## config.mk

```make
export PLATFORM = sky130hd
export DESIGN_NAME = process_engine
export DESIGN_NICKNAME = d
export VERILOG_FILES = /design/src/rtl/process_engine_pkg.sv /design/src/rtl/process_alu.sv /design/src/rtl/process_engine.sv
export SDC_FILE = /design/constraint.sdc
export NUM_CORES = 1
export LEC_CHECK = 0
export ABC_AREA = 1
export CAP_MARGIN = 20
export CORE_ASPECT_RATIO = 1.25
export CORE_MARGIN = 2
export CORE_UTILIZATION = 45
export CTS_CLUSTER_DIAMETER = 50
export CTS_CLUSTER_SIZE = 10
export DETAILED_ROUTE_END_ITERATION = 8
export PLACE_DENSITY = 0.66
export SYNTH_ARGS = -nofsm -noshare
export SYNTH_HDL_FRONTEND = slang
export SYNTH_HIERARCHICAL = 1
export SYNTH_SLANG_ARGS = --single-unit
```

## constraint.sdc

```tcl
create_clock -name clock -period 3.3 [get_ports clock]
set_input_delay 0.495 -clock clock [delete_from_list [all_inputs] [get_ports clock]]
set_output_delay 0.495 -clock clock [all_outputs]
set_load 0.01 [all_outputs]
```

## src/rtl/process_engine_pkg.sv

```systemverilog
// rtl/process_engine_pkg.sv - shared opcodes, return codes and instruction sizing
package process_engine_pkg;

  typedef enum logic [3:0] {
    OP_SET  = 4'd0,
    OP_GE   = 4'd1,
    OP_GT   = 4'd2,
    OP_LE   = 4'd3,
    OP_LT   = 4'd4,
    OP_NE   = 4'd5,
    OP_EQ   = 4'd6,
    OP_ADD  = 4'd7,
    OP_JMP  = 4'd8,
    OP_JZ   = 4'd9,
    OP_HALT = 4'd10
  } opcode_e;

  localparam logic [7:0] RC_HALT    = 8'd0;
  localparam logic [7:0] RC_END     = 8'd1;
  localparam logic [7:0] RC_ILLEGAL = 8'd2;

  // [op:4][dst:RA][srcA:RA][srcB:RA][imm:WIDTH]
  function automatic int instr_w(input int width, input int nregs);
    return 4 + 3 * $clog2(nregs) + width;
  endfunction

endpackage

```

## src/rtl/process_alu.sv

```systemverilog
// rtl/process_alu.sv - combinational datapath for compare, set, add and branch decode
module process_alu
  import process_engine_pkg::*;
#(
  parameter int WIDTH = 8
) (
  input  logic [3:0]       op,
  input  logic [WIDTH-1:0] a,
  input  logic [WIDTH-1:0] b,
  input  logic [WIDTH-1:0] imm,
  output logic [WIDTH-1:0] result,
  output logic             writes_reg,
  output logic             is_branch,
  output logic             branch_taken
);

  always_comb begin
    result       = '0;
    writes_reg   = 1'b0;
    is_branch    = 1'b0;
    branch_taken = 1'b0;
    case (op)
      OP_SET: begin result = imm;               writes_reg = 1'b1; end
      OP_GE:  begin result = WIDTH'(a >= b);    writes_reg = 1'b1; end
      OP_GT:  begin result = WIDTH'(a > b);     writes_reg = 1'b1; end
      OP_LE:  begin result = WIDTH'(a <= b);    writes_reg = 1'b1; end
      OP_LT:  begin result = WIDTH'(a < b);     writes_reg = 1'b1; end
      OP_NE:  begin result = WIDTH'(a != b);    writes_reg = 1'b1; end
      OP_EQ:  begin result = WIDTH'(a == b);    writes_reg = 1'b1; end
      OP_ADD: begin result = a + b;             writes_reg = 1'b1; end
      OP_JMP: begin is_branch = 1'b1; branch_taken = 1'b1;         end
      OP_JZ:  begin is_branch = 1'b1; branch_taken = (a == '0);    end
      default: ;
    endcase
  end

endmodule

```

## src/rtl/process_engine.sv

```systemverilog
// rtl/process_engine.sv - single-process instruction engine: register file, pc, halt FSM
module process_engine
  import process_engine_pkg::*;
#(
  parameter int WIDTH   = 8,
  parameter int NREGS   = 16,
  parameter int NINSTR  = 32,
  parameter int PROC_ID = 0,
  localparam int RA      = $clog2(NREGS),
  localparam int PCW     = $clog2(NINSTR),
  localparam int INSTR_W = instr_w(WIDTH, NREGS)
) (
  input  logic               clock,
  input  logic               reset,
  input  logic               run,
  output logic [PCW-1:0]     instr_addr,
  input  logic [INSTR_W-1:0] instr_data,
  output logic               stop,
  output logic [7:0]         return_code,
  output logic               retire_valid,
  output logic [PCW-1:0]     retire_pc,
  output logic [7:0]         retire_id,
  input  logic [RA-1:0]      dbg_addr,
  output logic [WIDTH-1:0]   dbg_data
);

  typedef enum logic {ST_RUN, ST_STOPPED} state_e;

  localparam logic [PCW-1:0] LAST_PC = PCW'(NINSTR - 1);

  state_e           state_q, state_d;
  logic [PCW-1:0]   pc_q, pc_d;
  logic [7:0]       rc_q, rc_d;
  logic             retire_valid_q, retire_valid_d;
  logic [PCW-1:0]   retire_pc_q, retire_pc_d;
  logic [WIDTH-1:0] regs_q [NREGS];
  logic [WIDTH-1:0] regs_d [NREGS];

  logic [3:0]       op;
  logic [RA-1:0]    dst, src_a, src_b;
  logic [WIDTH-1:0] imm;
  logic [WIDTH-1:0] alu_result;
  logic             writes_reg, is_branch, branch_taken;

  assign op    = instr_data[INSTR_W-1 -: 4];
  assign dst   = instr_data[WIDTH+3*RA-1 -: RA];
  assign src_a = instr_data[WIDTH+2*RA-1 -: RA];
  assign src_b = instr_data[WIDTH+RA-1 -: RA];
  assign imm   = instr_data[WIDTH-1:0];

  process_alu #(.WIDTH(WIDTH)) u_alu (
    .op          (op),
    .a           (regs_q[src_a]),
    .b           (regs_q[src_b]),
    .imm         (imm),
    .result      (alu_result),
    .writes_reg  (writes_reg),
    .is_branch   (is_branch),
    .branch_taken(branch_taken)
  );

  always_comb begin
    state_d        = state_q;
    pc_d           = pc_q;
    rc_d           = rc_q;
    regs_d         = regs_q;
    retire_valid_d = 1'b0;
    retire_pc_d    = retire_pc_q;
    if (state_q == ST_RUN && run) begin
      retire_valid_d = 1'b1;
      retire_pc_d    = pc_q;
      if (op == 4'(OP_HALT)) begin
        state_d = ST_STOPPED;
        rc_d    = RC_HALT;
      end else if (op > 4'(OP_HALT)) begin
        state_d = ST_STOPPED;
        rc_d    = RC_ILLEGAL;
      end else begin
        if (writes_reg) begin
          regs_d[dst] = alu_result;
        end
        // A not-taken branch at the last slot falls off the end just like any other op.
        if (is_branch && branch_taken) begin
          pc_d = imm[PCW-1:0];
        end else if (pc_q == LAST_PC) begin
          state_d = ST_STOPPED;
          rc_d    = RC_END;
        end else begin
          pc_d = pc_q + PCW'(1);
        end
      end
    end
  end

  always_ff @(posedge clock) begin
    if (reset) begin
      state_q        <= ST_RUN;
      pc_q           <= '0;
      rc_q           <= RC_HALT;
      retire_valid_q <= 1'b0;
      retire_pc_q    <= '0;
      for (int i = 0; i < NREGS; i++) begin
        regs_q[i] <= '0;
      end
    end else begin
      state_q        <= state_d;
      pc_q           <= pc_d;
      rc_q           <= rc_d;
      retire_valid_q <= retire_valid_d;
      retire_pc_q    <= retire_pc_d;
      regs_q         <= regs_d;
    end
  end

  assign instr_addr   = pc_q;
  assign stop         = (state_q == ST_STOPPED);
  assign return_code  = rc_q;
  assign retire_valid = retire_valid_q;
  assign retire_pc    = retire_pc_q;
  assign retire_id    = 8'(PROC_ID);
  assign dbg_data     = regs_q[dbg_addr];

endmodule

```

### After elaboration in Yosys (flattened, before gate mapping)

Index checks and enable logic that the tools add are counted.

* bits in registers: 148
* input port bits: 31
* output and inout bits: 36
* word-level logic and storage cells: 93

* $add $sub $neg: 2
* $lt $le $gt $ge: 10
* equal/unequal tests: 15
* mux-type cells: 27
* bitwise operators: 7
* reductions and logical operators: 11

Operator list (count)
* bitwise mux 128 bit: 1
* binary-select mux 8 bit (select 4 bit): 3
* two-way mux 8 bit: 11
* one-hot mux 8 bit (8 select lines): 1
* demux 8 bit (select 4 bit): 1
* >= comparator 5 bit (second input constant): 4
* inverter 4 -> 5 bit: 4
* equality test 4 x 3 -> 1 bit (second input constant): 4
* equality test 4 bit (second input constant): 3
* two-way mux 5 bit: 2
* adder 8 bit: 1
* equality test 4 x 2 -> 1 bit (second input constant): 2
* equality test 8 bit: 1
* >= comparator 8 bit: 1
* > comparator 8 bit: 1
* less-or-equal comparator 8 bit: 1
* logical NOT 8 bit: 1
* < comparator 8 bit: 1
* inequality test 8 bit: 1
* AND reduction 4 bit: 2
* OR reduction 8 bit: 1
* two-way mux 1 bit: 7
* adder 5 x 1 -> 5 bit (second input constant): 1
* equality test 5 bit (second input constant): 1
* 12 further kinds: 16

### Longest topological paths before layout

Gate-level depths: netlist (run 1).

* word-level depth: 10
* depth in mapped cells: 24
* mapped depth without buffers: 21

### Cells and area by module

The synthesis (run 1) kept the hierarchy.

Modules (own cells, without submodules)
* process_engine: times used 1, cells each 1540, area an instance 9261.4 µm², seq. area each 2842.7 µm²
* process_alu: times used 1, cells each 135, area an instance 760.7 µm², seq. area each 0.0 µm²

### Least setup slack after synthesis (run 1)

No wires, ideal clock.

* kind: input-to-reg
* from: input instr_data[9]
* to: register regs_q[0] in the netlist's numbering
* setup time: 0.070 ns
* data arrival time: 3.104 ns
* data required time: 3.230 ns
* slack: 0.126 ns
* cell stages on the path: 21
* path buffers: 4
* cells stage by stage: clkbuf_1 > inv_1 > clkbuf_1 > o211ai_1 > nand3_1 > nand3_1 > nand2_1 > inv_1 > ha_1 > inv_2 > nor3_4 > nand2_2 > nand2_1 > nand2_1 > nand2_1 > nand2_1 > nand3_2 > buf_1 > clkbuf_1 > nand3_1 > a21oi_1

* longest elaborated chain between the ends: 7
* elaborated cells on any way between the ends: 13
* classes of those cells: add/sub: 1; order compare: 4; eq/ne: 2; mux: 5; bitwise: 1

RTL lines
* start, declared: RTL line process_engine.sv:17 `input logic [INSTR_W-1:0] instr_data,`
* inverter 4 -> 5 bit (implied by the code) *: RTL line process_engine.sv:54 `.b (regs_q[src_b]),`
* binary-select mux 8 bit (select 4 bit) *: RTL line process_engine.sv:54
* two-way mux 8 bit (implied by the code) * (2 in a row): RTL line process_engine.sv:54
* adder 8 bit (tied with other cells): RTL line process_alu.sv:30 `OP_ADD: begin result = a + b; writes_reg = 1'b1; end`
* one-hot mux 8 bit (8 select lines) *: RTL line process_alu.sv:22 `case (op)`
* net alu_result[0]: RTL line process_engine.sv:42 `logic [WIDTH-1:0] alu_result;`
* bitwise mux 128 bit *: RTL line process_engine.sv:80 `regs_d[dst] = alu_result;`
* end signal, assigned: RTL line process_engine.sv:111 `regs_q <= regs_d;`
* end, declared: RTL line process_engine.sv:36 `logic [WIDTH-1:0] regs_q [NREGS];`

Mark *: on every way through the listed nets, which the timed path passes. The rest lies on a longest branch. The select of a mux whose other input is x is not followed.
A chain may end at the register's enable or synchronous reset.

### Final worst setup path (run 1)

* from: input instr_data[13]
* to: register regs_q[21] in the netlist's numbering

* longest elaborated chain between the ends: 7

RTL lines
* inverter 4 -> 5 bit (implied by the code): RTL line process_engine.sv:53 `.a (regs_q[src_a]),`
* binary-select mux 8 bit (select 4 bit): RTL line process_engine.sv:53
* two-way mux 8 bit (implied by the code) (2 in a row): RTL line process_engine.sv:53
* adder 8 bit: RTL line process_alu.sv:30
* one-hot mux 8 bit (8 select lines): RTL line process_alu.sv:22
* net alu_result[5]: RTL line process_engine.sv:42
* bitwise mux 128 bit: RTL line process_engine.sv:80

The timed path passes the listed nets, and every way through them passes these cells. The select of a mux whose other input is x is not followed.

==> qor.csv, run 1 <==
stage,metric,value,unit
setup_path,end_kind,flop,
synthesis,async_reset_ff_share,0,%
global_routing,grt_pass1_vias,10600,
placed_design,preCtsSetupSlack,-276,ps
job,cap_violations,0,
cells_and_area,fin_nets,1765,
synthesis,synth_warnings,6,
route,num_vias,11900,
sta,finClkSkew,13.5,ps
route,antenna_left,0,
setup_path,crit_start,instr_data[13],
sta,hold_viol_final,0,
cells_and_area,fill_cells,2266,
cells_and_area,utilization,54.2,%
sta,slew_viol_final,0,
power,p_leak,5.00,nW
clock_tree,root_buffer,clkbuf_16,
global_routing,overflow,0,
clock_tree,cts_tree,built,
route,drt_iter0_drc,1433,
sta,whs,461,ps
cells_and_area,final_cells,2012,
sta,worst_pin_slew,592,ps
floorplanning,die_area,0.0235,mm^2
sta,period_share,95.3,%
setup_path,crit_type,input port to flop,
synthesis,ys_types,34,
min_path,holdCritStartpoint,regs_q[37],
clock_tree,cts_max_level,4,
sta,fmax,0.318,GHz
floorplanning,core-area,0.0221,mm^2
placed_design,io_buffers,52,
synthesis,ys_seq_area_share,28.4,%
sta,finalWorstSetupSlack,155,ps
clock_tree,hold_buffers,0,
route,vias_per_cell,5.93,
cells_and_area,layout_commonest_cell,nand2_1,
global_routing,track_usage,35.5,%
sta,setup_viol,0,
cells_and_area,drive_gt1_share,9.25,%
floorplanning,io_pins,67,
route,drtPass1Iterations,7,
clock_tree,cts_resized,0,
clock_tree,numCtsBuffers,17,
cells_and_area,regArea,0.00284,mm^2
route,drc,0,
cells_and_area,layout_common_cells,"nand2_1, nand3_1, a21oi_1, dfxtp_1, inv_1",
route,drt_wl_total,42200,um
power,vdd_drop_max,0.341,mV
clock_tree,cts_buffer_depth,2,
synthesis,ys.flop_type,dfxtp_1,
power,p_per_area,395,mW/mm^2
floorplanning,die_h,171,um
synthesis,synthesis.area,0.0100,mm^2
floorplanning,die_x,137,um
synthesis,postSynthCellCount,1675,
setup_path,critPathArrivalTime,3510,ps
clock_tree,cts.reportedPaths.clkPinSlew,60,ps
global_routing,grt_pass1_wl,61900,um
cells_and_area,multi_input_area,0.00613,mm^2
clock_tree,clk_latency,430,ps
outcome,outcome,"complete, no violations",
clock_tree,cts_setup_buffers,0,
setup_path,cp_max_fo,17,
placed_design,place_inst,1978,
synthesis,synth-seq-cells,142,
route,wl_per_cell,21.0,um
min_path,min_path_type,flop to flop,
floorplanning,initial_utilization,45.4,%
sta,setup_tns,0,ps
setup_path,start_kind,input port,
placed_design,hpwl,30000,um
setup_path,timing.rr.start,regs_q[58],
sta,final.min_clock_period,3150,ps
cells_and_area,antenna_cells,0,
floorplanning,fp-row-count,61,
sta,slew_headroom,60.5,%
global_routing,grt_antenna_before_repair,0,
global_routing,grt_max_degree,101,
cells_and_area,area_growth,19.2,%
synthesis,avgSynthCellArea,5.98,um^2
placed_design,gp_congestion,1.01,
clock_tree,clock_sinks,142,
setup_path,cp.required,3660,ps
synthesis,synth_edf_count,0,
[final cells by class]
class,count,share of cell area [%]
clock inverter,13,0.953
tap,283,2.96
timing repair buffer,140,12.7
multi-input combinational,1271,51.3
sequential,142,23.8
clock buffer,19,3.79
inverter,144,4.52
[flip-flops by register name (all words and copies together) (netlist names)]
register      cells
instr_addr        5
regs_q          128
retire_pc         5
retire_valid      1
return_code       2
stop              1
[layer usage]
| layer | vias up | track usage [%] | wire length [um] | share of wire [%] |
|---|---|---|---|---|
| li1 | 5649 | - | - | - |
| met1 | 5550 | 42.4 | 15800 | 37 |
| met2 | 584 | 59.7 | 20600 | 49 |
| met3 | 144 | 4.09 | 2740 | 6.5 |
| met4 | 0 | 23.3 | 3030 | 7.2 |
| met5 | - | 0 | 0 | 0 |
[cells in the mapped netlist, types with 2 or more instances]
cell        n  share of area, %
a21oi_1   146               7.3
dfxtp_1   142                28
buf_1      22              0.82
ha_1       17               2.1
o21bai_1    2              0.15
nor4_1      2              0.12
inv_1     134               5.0
clkbuf_1   66               2.5
o21ai_0    16              0.80
clkinv_1    4              0.15
nor2_1     55               2.1
o21ai_1     7              0.35
nand4_1     2              0.12
nand2_2     2              0.12
inv_2       6              0.22
buf_4      21               1.6
or2_2       9              0.56
nand2_1   508                19
nor2_2      6              0.37
buf_2      22               1.1
nand3_1   377                19
o211ai_1   93               7.0
nor3_1      5              0.25
[final timing paths]
kind	endpoint	slack [ps]	cells past startpoint
min	regs_q[37]	460	2
max reg2reg	regs_q[21]	450	17
max	regs_q[21]	150	17
min reg2reg	regs_q[37]	460	2
[where the power goes]
part	total, mW	internal, mW	leakage, nW	switching, mW
clock	1.87	1.08	0.268	0.795
combinational	1.11	0.413	3.59	0.699
sequential	1.74	1.73	1.15	0.0129
total	4.72	3.22	5.00	1.51
[metrics by stage]
| step | instance area, um^2 | power, mW |
|---|---|---|
| finish | 11900 | 4.72 |
| global route | 11900 | 4.91 |
| CTS | 11900 | 4.71 |
| detailed placement | 11300 | 2.85 |
| global placement | 11300 | 2.84 |
| floorplan | 10100 | 2.41 |
[worst max-delay path, cell delays in order]
cell             delay, ps
clkdlybuf4s50_1        530
buf_4                  290
o211ai_1               160
nand3_1                110
nand3_1                120
nand2_1                190
ha_1                   300
inv_1                   70
nand3_1                 90
nand2_1                140
nand2_1                 80
nand3_1                 70
nand2_1                 90
o21ai_4                280
clkbuf_16              250
nand3_1                 80
a21oi_1                160
[cells by family after synthesis]
group                      synth area share [%]
AOI/OAI and AO/OA                          15.9
xor gates and xnor gates                 0.0874
adders and majority gates                  2.32
buffers and inverters                      11.4
DFF                                        28.4
other                                    0.0374
and+or+nand+nor                            41.9
No activity file was read; power rests on OpenSTA's default activity.
==> run 2, diff against run 1 <==
--- a/config.mk
+++ b/config.mk
@@ -15,3 +15,4 @@
 export DETAILED_ROUTE_END_ITERATION = 8
-export PLACE_DENSITY = 0.66
+export DONT_BUFFER_PORTS = 1
+export SLEW_MARGIN = 20
 export SYNTH_ARGS = -nofsm -noshare
==> constraint.sdc (replaced) <==
create_clock -name clock -period 3.3 [get_ports clock]
set_input_delay 0.33 -clock clock [delete_from_list [all_inputs] [get_ports clock]]
set_output_delay 0.33 -clock clock [all_outputs]
set_load 0.01 [all_outputs]
==> run 2 against run 1 <==
Effect of this change: global-route usage fell by 2.3 points; via count shrank 4.5%; power shrank 4.8%; hold slack worse by 290 ps; utilization decreased by 5.0 points; count of clock-buffer cells in the layout did not move; fmax is 9.3% higher; register-to-register slack worse by 30 ps; design area is 9.2% lower; largest power group unchanged; highest routed layer unchanged.
==> qor.csv, run 2 (same netlist as run 1, synthesis figures left out) <==
stage,metric,value,unit
outcome,outcome,"complete, no violations",
min_path,min_delay_path_depth,2,
global_routing,grt_antenna_before_repair,0,
placed_design,preCtsSetupSlack,269,ps
setup_path,reg2reg_depth,15,
floorplanning,initial_utilization,45.4,%
cells_and_area,layout_common_cells,"nand2_1, nand3_1, a21oi_1, dfxtp_1, inv_1",
setup_path,cp_max_fo,8,
clock_tree,cts_tree,built,
global_routing,grt_pass1_wl,59300,um
sta,final.min_clock_period,2880,ps
sta,finClkSkew,13.5,ps
clock_tree,clock_sinks,142,
cells_and_area,largest_register_ffs,128,
floorplanning,core-area,0.0221,mm^2
route,antenna_left,0,
sta,slew_headroom,29.6,%
placed_design,place_inst,1876,
setup_path,timing.rr.start,regs_q[30],
power,p_total,4.50,mW
setup_path,crit_type,flop to flop,
sta,rsz0062_at_grt,no,
sta,period_share,87.2,%
sta,fmax,0.348,GHz
clock_tree,cts_max_level,4,
power,vdd_drop_max,0.355,mV
setup_path,end_kind,flop,
cells_and_area,regArea,0.00284,mm^2
clock_tree,numCtsBuffers,17,
setup_path,r2r_end,regs_q[56],
sta,finalWorstSetupSlack,423,ps
cells_and_area,multi_input_area,0.00611,mm^2
route,num_vias,11400,
clock_tree,root_buffer,clkbuf_16,
sta,hold_viol_final,0,
cells_and_area,layout_commonest_cell,nand2_1,
floorplanning,die_area,0.0235,mm^2
placed_design,gp_congestion,0.968,
route,drt_iter0_drc,1368,
floorplanning,die_h,171,um
floorplanning,fp-row-count,61,
power,p_per_area,415,mW/mm^2
cells_and_area,antenna_cells,0,
route,drc,0,
cells_and_area,largest_register,regs_q,
cells_and_area,area_growth,8.23,%
cells_and_area,fin_area,0.0108,mm^2
placed_design,hpwl,26500,um
cells_and_area,fin_nets,1663,
setup_path,crit_start,regs_q[30],
setup_path,reg2reg_slack,420,ps
placed_design,placed_area,0.0102,mm^2
sta,slew_viol_final,0,
setup_path,critPathArrivalTime,3140,ps
route,drtPass1Iterations,7,
route,wl_per_cell,20.4,um
cells_and_area,drive_gt1_share,6.21,%
floorplanning,die_x,137,um
min_path,holdCritStartpoint,instr_data[0],
cells_and_area,fill_cells,2297,
global_routing,grt_max_degree,118,
min_path,min_to,instr_addr[0],
clock_tree,cts_buffer_depth,2,
power,p_leak,4.47,nW
clock_tree,clk_latency,440,ps
sta,worst_pin_slew,1050,ps
setup_path,start_kind,flop,
route,drt_wl_total,39000,um
route,vias_per_cell,5.96,
min_path,min_path_type,input port to flop,
cells_and_area,final_cells,1910,
global_routing,overflow,0,
setup_path,cp.required,3560,ps
placed_design,io_buffers,0,
sta,setup_tns,0,ps
clock_tree,cts_setup_buffers,0,
floorplanning,io_pins,67,
job,cap_violations,0,
clock_tree,cts.reportedPaths.clkPinSlew,70,ps
global_routing,track_usage,33.2,%
global_routing,grt_pass1_vias,10200,
sta,setup_viol,0,
==> run 2: changes by cell type in the layout (fill, tap and decap cells not counted), moves of 2 or more <==
| cell | delta |
|---|---|
| clkdlybuf4s50_1 | -47 |
| buf_4 | -33 |
| buf_12 | -15 |
| buf_2 | -3 |
| buf_6 | -3 |
| clkinv_2 | -3 |
| clkinv_4 | +3 |
| clkbuf_16 | -2 |
| clkinvlp_4 | -2 |
| inv_2 | -2 |
| inv_6 | +2 |
| o21ai_2 | +2 |
==> run 2: metal layers <==
metal  global-route usage (%)  wire length (um)
met5                        0                 0
met4                     15.8              1830
met3                     5.30              2810
met2                     54.8             18800
met1                     42.1             15600
==> run 2: worst max-delay path, stage by stage (launching register included) <==
cell	delay, ps
dfxtp_1	330
or2_2	290
nand3_1	70
nand3_1	140
nand3_1	140
nand2_1	120
ha_1	380
nand2_1	140
a21oi_1	60
nor2_1	220
nand3_1	130
a21oi_1	210
nand3_2	100
buf_4	200
nand3_1	100
a21oi_1	80
==> run 2: stage by stage <==
step / hold WS, ps / util, %
floorplan: 441 / -
global placement: 416 / 46.4
detailed placement: 416 / 46.4
CTS: 150 / 49.2
global route: 160 / 49.2
finish: 167 / 49.2
==> run 2: power by group <==
part | leakage [nW] | internal, mW | switching [mW] | total, mW
combinational | 3.05 | 0.265 | 0.543 | 0.808
clock | 0.277 | 1.09 | 0.854 | 1.94
sequential | 1.15 | 1.73 | 0.0200 | 1.75
total | 4.47 | 3.08 | 1.42 | 4.50
==> run 2: layout make-up <==
class	instances	share of cell area [%]
clock buffer	19	4.18
clock inverter	13	1.18
inverter	144	4.98
multi-input combinational	1271	56.3
sequential	142	26.2
tap	283	3.26
timing repair buffer	38	3.88
==> run 2: worst max-delay path by stage <==
| stage | depth (start not counted) | slack (ps) | end |
|---|---|---|---|
| after detailed placement | 19 | 270 | regs_q[13] |
| final | 15 | 420 | regs_q[56] |
| after global placement | 18 | 270 | regs_q[102] |
| after floorplan | 21 | 290 | regs_q[0] |
| after global routing | 16 | 210 | instr_addr[4] |
| after CTS | 14 | 480 | instr_addr[0] |
==> run 2: repair_timing <==
action                    CTS  global route
hold buffers                2             0
resized for setup           0             0
hold endpoints to repair  117             0
==> run 3, diff against run 2 <==
Settings changed: SKIP_CTS_REPAIR_TIMING set to 1.
==> run 3 against run 2 <==
Effect of this change: fmax is 1.0% higher; power about the same; hold slack got worse by 0.56 ps; global-route usage down 0.28 points; routed wire length increased by 0.20%; combinational power barely moved; first-iteration DRC count decreased by 3.1%; critical path depth decreased by 1; worst setup slack better by 30 ps; highest routed layer unchanged; register-to-register slack gained 30 ps; sequential cell count did not move; critical endpoint is now instr_addr[0]; largest cell class unchanged.
==> qor.csv, run 3 (same netlist as run 1, synthesis figures left out) <==
stage,metric,value,unit
floorplanning,core-area,0.0221,mm^2
sta,hold_viol_final,0,
sta,final.min_clock_period,2850,ps
sta,setup_viol,0,
route,drt_iter0_drc,1326,
cells_and_area,drive_gt1_share,6.27,%
setup_path,critPathMaxStageDelay,360,ps
floorplanning,fp-row-count,61,
placed_design,placed_area,0.0102,mm^2
sta,finClkSkew,12.9,ps
cells_and_area,fin_area,0.0109,mm^2
global_routing,grt_pass1_wl,58900,um
power,vdd_drop_max,0.355,mV
cells_and_area,fin_nets,1664,
cells_and_area,area_growth,8.43,%
route,drt_wl_total,39100,um
clock_tree,clock_sinks,142,
setup_path,reg2reg_slack,450,ps
setup_path,end_kind,flop,
clock_tree,cts_buffer_depth,2,
clock_tree,numCtsBuffers,17,
placed_design,gp_congestion,0.968,
setup_path,cp.required,3670,ps
global_routing,grt_max_degree,135,
sta,rsz0062_at_grt,no,
min_path,min_path_type,input port to flop,
placed_design,preCtsSetupSlack,269,ps
cells_and_area,utilization,49.3,%
power,p_total,4.50,mW
cells_and_area,largest_register_ffs,128,
route,wl_per_cell,20.5,um
cells_and_area,antenna_cells,0,
job,cap_violations,0,
outcome,outcome,"complete, no violations",
global_routing,grt_antenna_before_repair,0,
power,p_per_area,414,mW/mm^2
floorplanning,die_x,137,um
cells_and_area,largest_register,regs_q,
route,antenna_left,0,
floorplanning,initial_utilization,45.4,%
sta,worst_pin_slew,639,ps
setup_path,start_kind,flop,
route,drtPass1Iterations,5,
sta,slew_viol_final,0,
floorplanning,die_h,171,um
cells_and_area,final_cells,1911,
power,p_leak,4.48,nW
setup_path,worstPathCellList,o211ai_1 > nand3_1 > nand3_1 > nand2_1 > nor4_1 > nand2_1 > a21boi_0 > nand2_1 > nand2_1 > nand2_1 > nor2_1 > buf_4 > o21ai_0 > a21oi_1,
setup_path,cp_common_cell,nand2_1,
sta,setup_tns,0,ps
route,drc,0,
cells_and_area,layout_common_cells,"nand2_1, nand3_1, a21oi_1, dfxtp_1, inv_1",
placed_design,place_inst,1876,
setup_path,cp_max_fo,8,
setup_path,critPathArrivalTime,3220,ps
setup_path,crit_type,flop to flop,
setup_path,cpMaxStageDelayCell,dfxtp_1,
clock_tree,cts_max_level,4,
global_routing,grt_pass1_vias,10200,
clock_tree,cts.reportedPaths.clkPinSlew,70,ps
sta,period_share,86.3,%
placed_design,hpwl,26500,um
floorplanning,die_area,0.0235,mm^2
sta,fmax,0.351,GHz
sta,slew_headroom,57.3,%
clock_tree,root_buffer,clkbuf_16,
cells_and_area,fill_cells,2294,
route,num_vias,11400,
sta,whs,166,ps
clock_tree,clk_latency,440,ps
floorplanning,io_pins,67,
route,vias_per_cell,5.97,
sta,finalWorstSetupSlack,453,ps
placed_design,io_buffers,0,
clock_tree,cts_tree,built,
cells_and_area,layout_commonest_cell,nand2_1,
global_routing,track_usage,33.0,%
global_routing,overflow,0,
[run 3: cell types whose count changed in the layout (fill, tap and decap cells not counted)]
cell,before,now
buf_12,9,10
[run 3: worst max-delay path, delay by kind of cell, from the launching register on]
family | cells | cell delay [ps]
buf+inv | 1 | 150
compound gates | 4 | 760
flops | 1 | 360
simple gates | 9 | 1500
[run 3: layer usage]
metal,vias to the layer above,share of wire [%],track usage (%)
met5,-,0,0
met4,0,4.7,15.0
met3,105,7.3,5.30
met2,536,48,54.8
met1,5339,40,41.6
li1,5434,-,-
[run 3: report_power, final]
group          internal (mW)  switching [mW]  total (mW)
Sequential              1.73          0.0200        1.75
Clock                   1.09           0.853        1.94
Combinational          0.268           0.542       0.810
[run 3: final cells by class]
class,count,area [um^2],share of cell area [%]
inverter,144,541,4.97
clock inverter,13,128,1.17
tap,283,354,3.26
timing repair buffer,39,440,4.05
multi-input combinational,1271,6110,56.2
sequential,142,2840,26.2
clock buffer,19,453,4.17
[run 3: path summary, 6_finish.rpt]
check                                   start            end  depth (start not counted)
worst max-delay path                regs_q[9]  instr_addr[0]                         14
worst min-delay path            instr_data[0]  instr_addr[0]                          2
worst max register to register      regs_q[9]  instr_addr[0]                         14
worst min register to register     regs_q[53]     regs_q[53]                          2
